<file path="src/rtl/switch_defs.sv">
// rtl/switch_defs.sv - shared switch types: packet format, port count, counter width, dispatch states
// Exports: NUM_PORTS (from the NUM_PORTS macro, default 4), PTR_W, DATA_W, CNT_W_DEFAULT,
//          packet_t {target, data}, disp_state_t {IDLE, HOLD}.
`ifndef NUM_PORTS
`define NUM_PORTS 4
`endif

package switch_defs;

    localparam int NUM_PORTS     = `NUM_PORTS;
    localparam int PTR_W         = (NUM_PORTS > 1) ? $clog2(NUM_PORTS) : 1;
    localparam int DATA_W        = 16;
    localparam int CNT_W_DEFAULT = 16;

    typedef struct packed {
        logic [NUM_PORTS-1:0] target;   // one bit per tx port
        logic [DATA_W-1:0]    data;
    } packet_t;

    typedef enum logic {
        IDLE = 1'b0,
        HOLD = 1'b1
    } disp_state_t;

endpackage

</file>
<file path="src/rtl/sat_counter.sv">
// rtl/sat_counter.sv - saturating event counter, async active-high clear
// Ports: clk, rst (async clear), inc (count enable), cnt (W-bit value, sticks at all-ones).
module sat_counter #(
    parameter int W = 16
) (
    input  logic         clk,
    input  logic         rst,
    input  logic         inc,
    output logic [W-1:0] cnt
);

    always_ff @(posedge clk or posedge rst) begin
        if (rst) begin
            cnt <= '0;
        end else if (inc && (cnt != '1)) begin
            cnt <= cnt + 1'b1;
        end
    end

endmodule

</file>
<file path="src/rtl/rx_mcast_dispatch.sv">
// rtl/rx_mcast_dispatch.sv - per-ingress multicast dispatch: holds one packet until every target tx port grants it
// Ports: clk, rst (async active-high); in_valid/in_pkt/in_ready upstream handshake;
//        rx_valid/rx_pkt toward the tx arbiters (rx_pkt.target = ports still to serve);
//        grants_in (bit j = grant from tx_port j); fwd_cnt/drop_cnt saturating stats; grant_err pulse.
// Optional: define RX_DISPATCH_TIMEOUT_EN to abandon a packet after TIMEOUT_CYCLES hold cycles without completion.
module rx_mcast_dispatch
    import switch_defs::*;
#(
    parameter int PORT_ID        = 0,
    parameter int CNT_W          = CNT_W_DEFAULT,
    parameter int TIMEOUT_CYCLES = 1024
) (
    input  logic                 clk,
    input  logic                 rst,
    input  logic                 in_valid,
    input  packet_t              in_pkt,
    output logic                 in_ready,
    output logic                 rx_valid,
    output packet_t              rx_pkt,
    input  logic [NUM_PORTS-1:0] grants_in,
    output logic [CNT_W-1:0]     fwd_cnt,
    output logic [CNT_W-1:0]     drop_cnt,
    output logic                 grant_err
);

    localparam logic [NUM_PORTS-1:0] SELF_BIT = NUM_PORTS'(1) << PORT_ID;

    disp_state_t          state, state_next;
    logic [NUM_PORTS-1:0] remaining;
    logic [DATA_W-1:0]    held_data;
    logic [NUM_PORTS-1:0] eff;
    logic                 done;
    logic                 accept;
    logic                 take;
    logic                 drop_new;
    logic                 retire;
    logic                 timeout_hit;

    // A packet addressed only to ourselves has nowhere to go.
    assign eff  = in_pkt.target & ~SELF_BIT;
    // Grants arriving this cycle finish the packet; in_ready depends on this combinationally
    // so a retiring packet can be replaced on the same edge.
    assign done = ((remaining & ~grants_in) == '0);

`ifdef RX_DISPATCH_TIMEOUT_EN
    localparam int HOLD_W = $clog2(TIMEOUT_CYCLES + 1);
    logic [HOLD_W-1:0] hold_cnt;

    // Fires on the last permitted hold cycle, so rx_valid is seen for exactly TIMEOUT_CYCLES cycles.
    assign timeout_hit = (state == HOLD) && !done && (hold_cnt == HOLD_W'(TIMEOUT_CYCLES - 1));

    always_ff @(posedge clk or posedge rst) begin
        if (rst) begin
            hold_cnt <= '0;
        end else if (take) begin
            hold_cnt <= '0;
        end else if ((state == HOLD) && !done) begin
            hold_cnt <= hold_cnt + 1'b1;
        end
    end
`else
    assign timeout_hit = 1'b0;
`endif

    always_ff @(posedge clk or posedge rst) begin
        if (rst) begin
            state <= IDLE;
        end else begin
            state <= state_next;
        end
    end

    always_comb begin
        state_next = state;
        in_ready   = 1'b0;
        retire     = 1'b0;
        case (state)
            IDLE: in_ready = 1'b1;
            HOLD: begin
                retire   = done;
                in_ready = done || timeout_hit;
            end
            default: in_ready = 1'b0;
        endcase
        accept   = in_valid && in_ready;
        take     = accept && (eff != '0);
        drop_new = accept && (eff == '0);
        if (take) begin
            state_next = HOLD;
        end else if ((state == HOLD) && (done || timeout_hit)) begin
            state_next = IDLE;
        end
    end

    always_ff @(posedge clk or posedge rst) begin
        if (rst) begin
            remaining <= '0;
            held_data <= '0;
            rx_valid  <= 1'b0;
            grant_err <= 1'b0;
        end else begin
            // remaining is zero while idle, so this also flags any grant seen in IDLE.
            grant_err <= |(grants_in & ~remaining);
            if (take) begin
                remaining <= eff;
                held_data <= in_pkt.data;
                rx_valid  <= 1'b1;
            end else if (state_next == IDLE) begin
                remaining <= '0;
                rx_valid  <= 1'b0;
            end else begin
                remaining <= remaining & ~grants_in;
            end
        end
    end

    always_comb begin
        rx_pkt        = '0;
        rx_pkt.target = remaining;
        rx_pkt.data   = held_data;
    end

    sat_counter #(.W(CNT_W)) u_fwd_cnt (
        .clk (clk),
        .rst (rst),
        .inc (retire),
        .cnt (fwd_cnt)
    );

    sat_counter #(.W(CNT_W)) u_drop_cnt (
        .clk (clk),
        .rst (rst),
        .inc (drop_new || timeout_hit),
        .cnt (drop_cnt)
    );

endmodule

</file>
<file path="config.mk">
export PLATFORM = sky130hd
export DESIGN_NAME = rx_mcast_dispatch
export DESIGN_NICKNAME = d
export VERILOG_FILES = /design/src/rtl/switch_defs.sv /design/src/rtl/sat_counter.sv /design/src/rtl/rx_mcast_dispatch.sv
export SDC_FILE = /design/constraint.sdc
export NUM_CORES = 1
export LEC_CHECK = 0
export CORE_ASPECT_RATIO = 1.5
export CORE_MARGIN = 5
export CORE_UTILIZATION = 42
export DETAILED_ROUTE_END_ITERATION = 8
export HOLD_SLACK_MARGIN = 0.12
export PLACE_DENSITY = 0.83
export SYNTH_ARGS = -nofsm -noshare
export SYNTH_HDL_FRONTEND = slang
export SYNTH_HIERARCHICAL = 1
export SYNTH_SLANG_ARGS = --single-unit
export TNS_END_PERCENT = 50
</file>
<file path="constraint.sdc">
create_clock -name clk -period 2.3 [get_ports clk]
set_input_delay 0.345 -clock clk [delete_from_list [all_inputs] [get_ports clk]]
set_output_delay 0.345 -clock clk [all_outputs]
set_load 0.005 [all_outputs]
</file>
---- Word-level counts from Yosys, hierarchy flattened ----
Cells that the tools add are included.
word-level totals
  logic and storage cells ................. 35
  input bits .............................. 27
  output and inout bits ................... 55
  register bits ........................... 55
operators by class
  mux-type cells .......................... 8
  equal/unequal tests ..................... 3
  bitwise gates (word level) .............. 5
  add/subtract/negate cells ............... 2
  reduce and logical (&&, ||, !) cells .... 10
operators by type and width
  operator                 count
  $add A16 B1 Y16 const B  2
  $ne A16 B16 Y1 const B   2
  $and A4 B4 Y4            2
  $logic_not A4 Y1         2
  $mux W4                  2
  $not A4 Y4               2
  $logic_and A1 B1 Y1      6
  $mux W1                  5
  $reduce_bool A4 Y1       1
  $reduce_or A4 Y1         1
  $ne A2 B1 Y1 const B     1
  $pmux W1 S2              1
  $not A1 Y1               1

---- Depth between registers and ports, before layout ----
Gate-level depths: netlist of run 1.
  depth in word-level cells ............... 9
  mapped depth ............................ 8
  gate-level depth less buffers ........... 8

---- By module ----
The synthesis of run 1 kept the hierarchy.
by module, submodules not included
  module             times used  area each (µm²)  sequential area each (µm²)  cells each
  sat_counter        2           805.8            400.4                       71
  rx_mcast_dispatch  1           965.9            575.6                       71

---- Least setup slack after synthesis of run 1 ----
Ideal clock, no wire load.
  path type ............................... register to register
  from .................................... reg remaining[1]
  to ...................................... reg u_drop_cnt.cnt[14]
  setup slack ............................. -0.005 ns
  stages on the path, launching flop included .. 9
  path buffers ............................ 0
  setup time .............................. 0.125 ns
  clock period less this slack ............ 2.305 ns
  data required time ...................... 2.175 ns
  arrival time ............................ 2.181 ns
  cells stage by stage .................... dfrtp_1 nor2b_1 o41ai_4 nand2_1 nor2_1 and4_1 nand3_1 nor2_1 mux2_2
on the way
  longest elaborated chain between the ends .. 6
ends and longest elaborated chain
  what                    RTL line                  text
  from (decl)             rx_mcast_dispatch.sv:29   logic [NUM_PORTS-1:0] remaining;
  from (signal assigned)  rx_mcast_dispatch.sv:112  remaining <= remaining & ~grants_in;
  $and A4 B4 Y4           rx_mcast_dispatch.sv:43   assign done = ((remaining & ~grants_in) == '0);
  $logic_not A4 Y1        rx_mcast_dispatch.sv:43
  $pmux W1 S2             rx_mcast_dispatch.sv:77   case (state)
  via in_ready            rx_mcast_dispatch.sv:17   output logic in_ready,
  $logic_and A1 B1 Y1     rx_mcast_dispatch.sv:85   accept = in_valid && in_ready;
  $logic_and A1 B1 Y1     rx_mcast_dispatch.sv:87   drop_new = accept && (eff == '0);
  via drop_new            rx_mcast_dispatch.sv:35   logic drop_new;
  $logic_and A1 B1 Y1     sat_counter.sv:15         end else if (inc && (cnt != '1)) begin
  to (signal assigned)    sat_counter.sv:16         cnt <= cnt + 1'b1;
  to (decl)               sat_counter.sv:9          output logic [W-1:0] cnt
The timed path passes the listed nets, and every way through them passes these cells.
A chain may end at the register's enable or synchronous reset.

---- Worst setup path after layout of run 1 ----
  from .................................... in grants_in[1]
  to ...................................... reg u_drop_cnt.cnt[13]
on the way
  longest elaborated chain between the ends .. 7
ends and longest elaborated chain
  what                 RTL line                 text
  from (decl)          rx_mcast_dispatch.sv:20  input logic [NUM_PORTS-1:0] grants_in,
  $not A4 Y4           rx_mcast_dispatch.sv:43
  $and A4 B4 Y4        rx_mcast_dispatch.sv:43
  $logic_not A4 Y1     rx_mcast_dispatch.sv:43
  $pmux W1 S2          rx_mcast_dispatch.sv:77
  $logic_and A1 B1 Y1  rx_mcast_dispatch.sv:85
  $logic_and A1 B1 Y1  rx_mcast_dispatch.sv:87
  via drop_new         rx_mcast_dispatch.sv:35
  $logic_and A1 B1 Y1  sat_counter.sv:15
The timed path passes the listed nets, and every way through them passes these cells.

==> flow_summary.json, run 1 <==
{
  "timing.rr.start": "remaining[1]",
  "fin_ws_ns": 0.168,
  "drive_gt1_frac": 0.122,
  "syn_area_um2": 2580,
  "num_rows": 35,
  "rsz0062_at_grt": "no",
  "final_max_slew_viol_count": 0,
  "drc": 0,
  "ys_seq_elements": 55,
  "end_kind": "flip-flop",
  "power.density_nw_per_um2": 673,
  "crit_path_start": "grants_in[1]",
  "synth_nets": 242,
  "die_h_um": 106,
  "overflow": 0,
  "clk_latency_ns": 0.29,
  "dpl.cell_count": 378,
  "clockBufferDepth": 2,
  "synth.most_common_cell": "dfrtp_1",
  "r2r_slack_ns": 0.20,
  "wl_per_cell_um": 14.9,
  "routed_wl_um": 5720,
  "slowest_delay_ns": 0.48,
  "status": "complete, no violations",
  "skew_ns": 0.00413,
  "clock_sinks": 55,
  "crit_slowest_cell": "clkdlybuf4s50_1",
  "period_minus_slack_ns": 2.13,
  "antenna_found_initial": 0,
  "postLayoutCoreUtil": 0.600,
  "avgViaCountPerCell": 5.10,
  "drt_iter0_drc": 66,
  "cap_violations": 0,
  "path_cells": "clkdlybuf4s50_1 > nor2b_1 > o41ai_4 > nand2_1 > nor2_2 > buf_4 > nand3_1 > nor4_4 > nand4_1 > xnor2_1",
  "cp.required_ns": 2.49,
  "finalHoldViolCount": 0,
  "tightest_slew_ns": 0.621,
  "intPower_uw": 1760,
  "cts_tree": "built",
  "async_flop_share": 1.00,
  "min_period_over_period": 0.927,
  "synth-seq-area-share": 0.534,
  "grt.total_usage": 0.158,
  "synth_cell_types": 34,
  "cts_buffers": 5,
  "p_leak_uw": 0.00159,
  "yosys-top-cells-area": "dfrtp_1, xnor2_1, mux2_1, nand3_1, nand2_1",
  "placed_area_um2": 3550,
  "synth_top_area_share": 0.534,
  "n_fill_cell": 516,
  "core_um2": 6040,
  "synthCells": 213,
  "r2r_cells": 9,
  "cts_max_level": 2,
  "cts_hold_buf": 0,
  "p_sw_frac": 0.279,
  "gp_congestion": 0.850,
  "place_hpwl_um": 4460,
  "drt-pass1-iter-count": 4,
  "synthTopCellsByCount": "dfrtp_1, xnor2_1, nand2_1",
  "grt_pass1_wl_um": 9780,
  "synth_edf_count": 0,
  "switchingPower_uw": 680,
  "ant_nets": 0,
  "stdcell_area_um2": 3630,
  "io_pins": 82,
  "syn_area_per_cell_um2": 12.1,
  "cp-endpoint": "u_drop_cnt/cnt[13]",
  "path_clk_slew_ns": 0.09,
  "final_cells": 385,
  "worst-path-max-fanout": 4,
  "maxSlewHeadroom": 0.585,
  "syn_to_final_growth_pct": 40.7,
  "diodes": 0,
  "grt_pass1_vias": 2144,
  "arrival_ns": 2.32,
  "hold_path_class": "reg2reg",
  "synth_area_leader_cell": "dfrtp_1",
  "start_util": 0.427,
  "seqPwrFrac": 0.523,
  "worstSetupStartpointType": "input pin",
  "cts_root_buffer": "clkbuf_8",
  "vias": 1965,
  "post-place-ws_ns": -0.186,
  "ir_worst_vdd_uv": 433,
  "path_class": "in2reg",
  "port_buffers": 80,
  "nNetsFinal": 341,
  "yosys_most_used_dff": "dfrtp_1",
  "min_from": "rx_valid",
  "r2r-end": "u_drop_cnt/cnt[13]",
  "die_area_um2": 7840,
  "grt_max_degree": 24,
  "setup_viol": 0,
  "max_freq_mhz": 469,
  "power_frac_clock": 0.199,
  "yosysWarnings": 6,
  "combinationalPowerShare": 0.278,
  "die_w_um": 74.0
}
==> routing by layer <==
metal | global-route usage | routed length (µm)
met1 | 0.181 | 2270
met2 | 0.277 | 3060
met3 | 0.0360 | 255
met4 | 0.0596 | 140
met5 | 0 | 0
==> cells by family after synthesis <==
group,count (synthesis),synth area share
flops,55,0.534
mux,22,0.0951
fa+ha+maj,2,0.00971
xor+xnor,22,0.0748
simple gates,91,0.229
buf+inv,10,0.0204
compound gates,11,0.0374
==> power by group through the flow <==
stage	sequential, µW	clock [µW]	combinational, µW
6_report	1280	486	678
3_5_place_dp	1290	0	689
2_1_floorplan	1280	0	262
5_1_grt	1310	545	742
4_1_cts	1280	510	693
3_3_place_gp	1280	0	672
==> worst min path at each step <==
stage / end / cells after the start / slack, ns
floorplan: u_drop_cnt/cnt[0] / 1 / 0.26
global placement: rx_valid / 1 / 0.46
detailed placement: rx_valid / 1 / 0.47
CTS: remaining[2] / 3 / 0.48
global route: remaining[2] / 3 / 0.51
finish: rx_valid / 1 / 0.48
==> area by class of cell <==
type                    instances  area (µm²)  area share
flip-flops and latches         55        1380       0.380
multi-input cells             148        1150       0.317
repair buffers                 94         903       0.249
well taps                      74        92.6      0.0255
clock buffers                   6        72.6      0.0200
inverters                       8        30.0     0.00828
==> sequential cells by signal, summed over array words and instances (netlist names) <==
| register | count |
|---|---|
| u_drop_cnt/cnt | 16 |
| remaining | 4 |
| rx_valid | 1 |
| u_fwd_cnt/cnt | 16 |
| held_data | 16 |
| state | 1 |
| grant_err | 1 |
==> metrics by stage <==
stage	hold slack, ns	total power (µW)	TNS (ns)
finish	0.482	2440	0
global route	0.512	2590	0
CTS	0.479	2480	0
detailed placement	0.473	1980	-2.36
global placement	0.460	1950	-0.896
floorplan	0.259	1540	0
==> timing repair <==
item                       in CTS  in global routing
setup endpoints to repair       1                  0
setup buffers                   1                  0
resized for setup               2                  0
==> cell usage in the layout, fill, tap and decap left out, types with 2 or more instances in the layout <==
cell,instances
dlygate4sd2_1,2
and4_2,2
mux2_1,16
nand4_1,10
nor2b_1,4
dfrtp_1,55
a21oi_1,4
and2_1,4
and4_1,6
clkdlybuf4s50_1,78
nand2_2,2
ha_1,2
xnor2_1,22
clkbuf_8,5
o21a_1,2
inv_1,8
and3_2,2
nand3_1,16
nand2b_1,2
nor4_4,2
mux2_2,4
nor2_1,6
and3_1,8
nand2_1,19
buf_4,14
nand4_2,2
nand4_4,2
mux2i_1,2
==> critical path: cells and delay by family <==
family / cells / cell delay, ns
xor gates and xnor gates: 1 / 0.15
AOI/OAI and AO/OA: 1 / 0.35
buffers and inverters: 2 / 0.60
and+or+nand+nor: 6 / 0.88
No activity file was read; power rests on OpenSTA's default activity.
==> run 2, diff against run 1 <==
- REMOVE_ABC_BUFFERS: not set -> 1
==> run 2 against run 1 <==
  * Final area increased by 4.5%
  * Sequential share of layout area decreased by 1.6 points
  * Combinational power increased by 4.9%
  * Register-to-register slack got worse by 0.11 ns
  * Power increased by 13%
  * Worst hold slack got worse by 0.080 ns
  * Fmax decreased by 3.3%
  * Sequential cell count unchanged
  * Utilization increased by 2.7 points
  * Setup slack got worse by 0.073 ns
  * Highest routed layer unchanged
==> flow_summary.json, run 2 (synthesized netlist as in run 1, its figures left out) <==
{
  "gp_congestion": 0.837,
  "cp_num_buf_inv": 2,
  "cp.required_ns": 2.50,
  "drt-pass1-iter-count": 4,
  "power.density_nw_per_um2": 726,
  "syn_to_final_growth_pct": 47.0,
  "period_minus_slack_ns": 2.21,
  "cts_tree": "built",
  "place_hpwl_um": 4730,
  "path_clk_slew_ns": 0.10,
  "clockBufferDepth": 2,
  "stdcell_area_um2": 3790,
  "grt.busiest_layer": "met2",
  "overflow": 0,
  "die_area_um2": 7840,
  "crit_slowest_cell": "dfrtp_1",
  "setup_viol": 0,
  "worstSetupStartpointType": "flip-flop",
  "min_period_over_period": 0.959,
  "io_pins": 82,
  "grt.total_usage": 0.170,
  "end_kind": "flip-flop",
  "cts_buffers": 5,
  "cts_root_buffer": "clkbuf_8",
  "arrival_ns": 2.40,
  "final_common_cell": "clkdlybuf4s50_1",
  "final_cells": 395,
  "status": "complete, no violations",
  "drt_iter0_drc": 94,
  "slowest_delay_ns": 0.41,
  "antenna_found_initial": 0,
  "grtUsageMet3": 0.0341,
  "diodes": 0,
  "grt_pass1_vias": 2146,
  "max_freq_mhz": 453,
  "skew_ns": 0.0128,
  "reg_top3": "held_data x16, u_drop_cnt/cnt x16, u_fwd_cnt/cnt x16",
  "placed_area_um2": 3580,
  "met1_usage": 0.195,
  "worst-path-max-fanout": 4,
  "dpl.cell_count": 382,
  "grt_pass1_wl_um": 10400,
  "cts_max_level": 2,
  "critPathTopFamily": "simple AND/OR/NAND/NOR gates",
  "drive_gt1_frac": 0.168,
  "final_max_slew_viol_count": 0,
  "hold_path_class": "in2reg",
  "die_w_um": 74.0,
  "met2_usage": 0.305,
  "ant_nets": 0,
  "drc": 0,
  "tightest_slew_ns": 0.639,
  "ir_worst_vdd_uv": 514,
  "nNetsFinal": 349,
  "clk_latency_ns": 0.31,
  "port_buffers": 80,
  "cts_hold_buf": 0,
  "path_cells": "nor2b_4 > buf_4 > nor4_4 > and2_4 > buf_4 > nand3_2 > nor4_4 > nand4_1 > xnor2_1",
  "grt_max_degree": 24,
  "finalHoldViolCount": 0,
  "num_rows": 35,
  "die_h_um": 106,
  "r2r_slack_ns": 0.09,
  "clock_sinks": 55,
  "core_um2": 6040,
  "final_cell_mix": "clkdlybuf4s50_1, dfrtp_1, buf_4, xnor2_1, nand2_1",
  "wl_per_cell_um": 15.9,
  "maxSlewHeadroom": 0.573,
  "p_leak_uw": 0.00170,
  "setup-tns-final_ns": 0,
  "avgViaCountPerCell": 5.17,
  "vias": 2041,
  "routed_wl_um": 6300,
  "start_util": 0.427,
  "rsz0062_at_grt": "no",
  "path_class": "reg2reg",
  "cap_violations": 0
}
==> run 2: changes by cell type in the layout (fill, tap and decap cells not counted), sizes merged <==
cell / delta
buf: +8
clkdlybuf4s50: -3
dlymetal6s2s: +3
bufinv: +2
clkbuf: -1
clkinvlp: +1
==> run 2: worst paths after layout <==
check / start / end / cells past startpoint
worst max-delay path: remaining[0] / u_fwd_cnt/cnt[15] / 9
worst min-delay path: grants_in[3] / grant_err / 3
worst max register to register: remaining[0] / u_fwd_cnt/cnt[15] / 9
worst min register to register: held_data[15] / held_data[15] / 1
max in group asynchronous: rst / u_fwd_cnt/cnt[15] / 2
min in group asynchronous: rst / remaining[2] / 3
==> run 2: metrics by stage <==
step	total power, µW	util	hold slack (ns)	worst slack [ns]
final	2750	0.627	0.402	0.0947
after global routing	2890	0.627	0.411	0.0195
after CTS	2760	0.617	0.489	0.0109
after detailed placement	1990	0.592	0.474	-0.277
after global placement	1970	0.592	0.458	-0.210
after floorplan	1530	-	0.259	-0.130
==> run 2: per-layer routing <==
layer / wire length (µm) / part of all wire
met5: 0 / 0
met1: 2360 / 0.38
met3: 309 / 0.049
met4: 147 / 0.023
met2: 3480 / 0.55
==> run 2: tightest hold or removal path, cell delays in order <==
cell and delay, ns:
dlymetal6s2s_1 0.15, a22oi_1 0.10, o221ai_1 0.07
==> run 2: layout make-up <==
class                   instances  area (µm²)
multi-input cells             148        1180
well taps                      74        92.6
flip-flops and latches         55        1380
clock inverters                 3        67.6
inverters                       8        30.0
fillers                       510        2250
repair buffers                102         971
clock buffers                   5        68.8
==> run 2: report_power, final <==
group	total, µW	switching (µW)	internal (µW)
combinational	711	247	464
sequential	1280	164	1110
clock	762	327	434
==> run 2: timing repair <==
item	CTS	global route
pin swaps	1	5
gates resized for setup	4	9
endpoints found under the setup margin	1	7
endpoints found under the hold margin	0	0
setup buffers	2	3
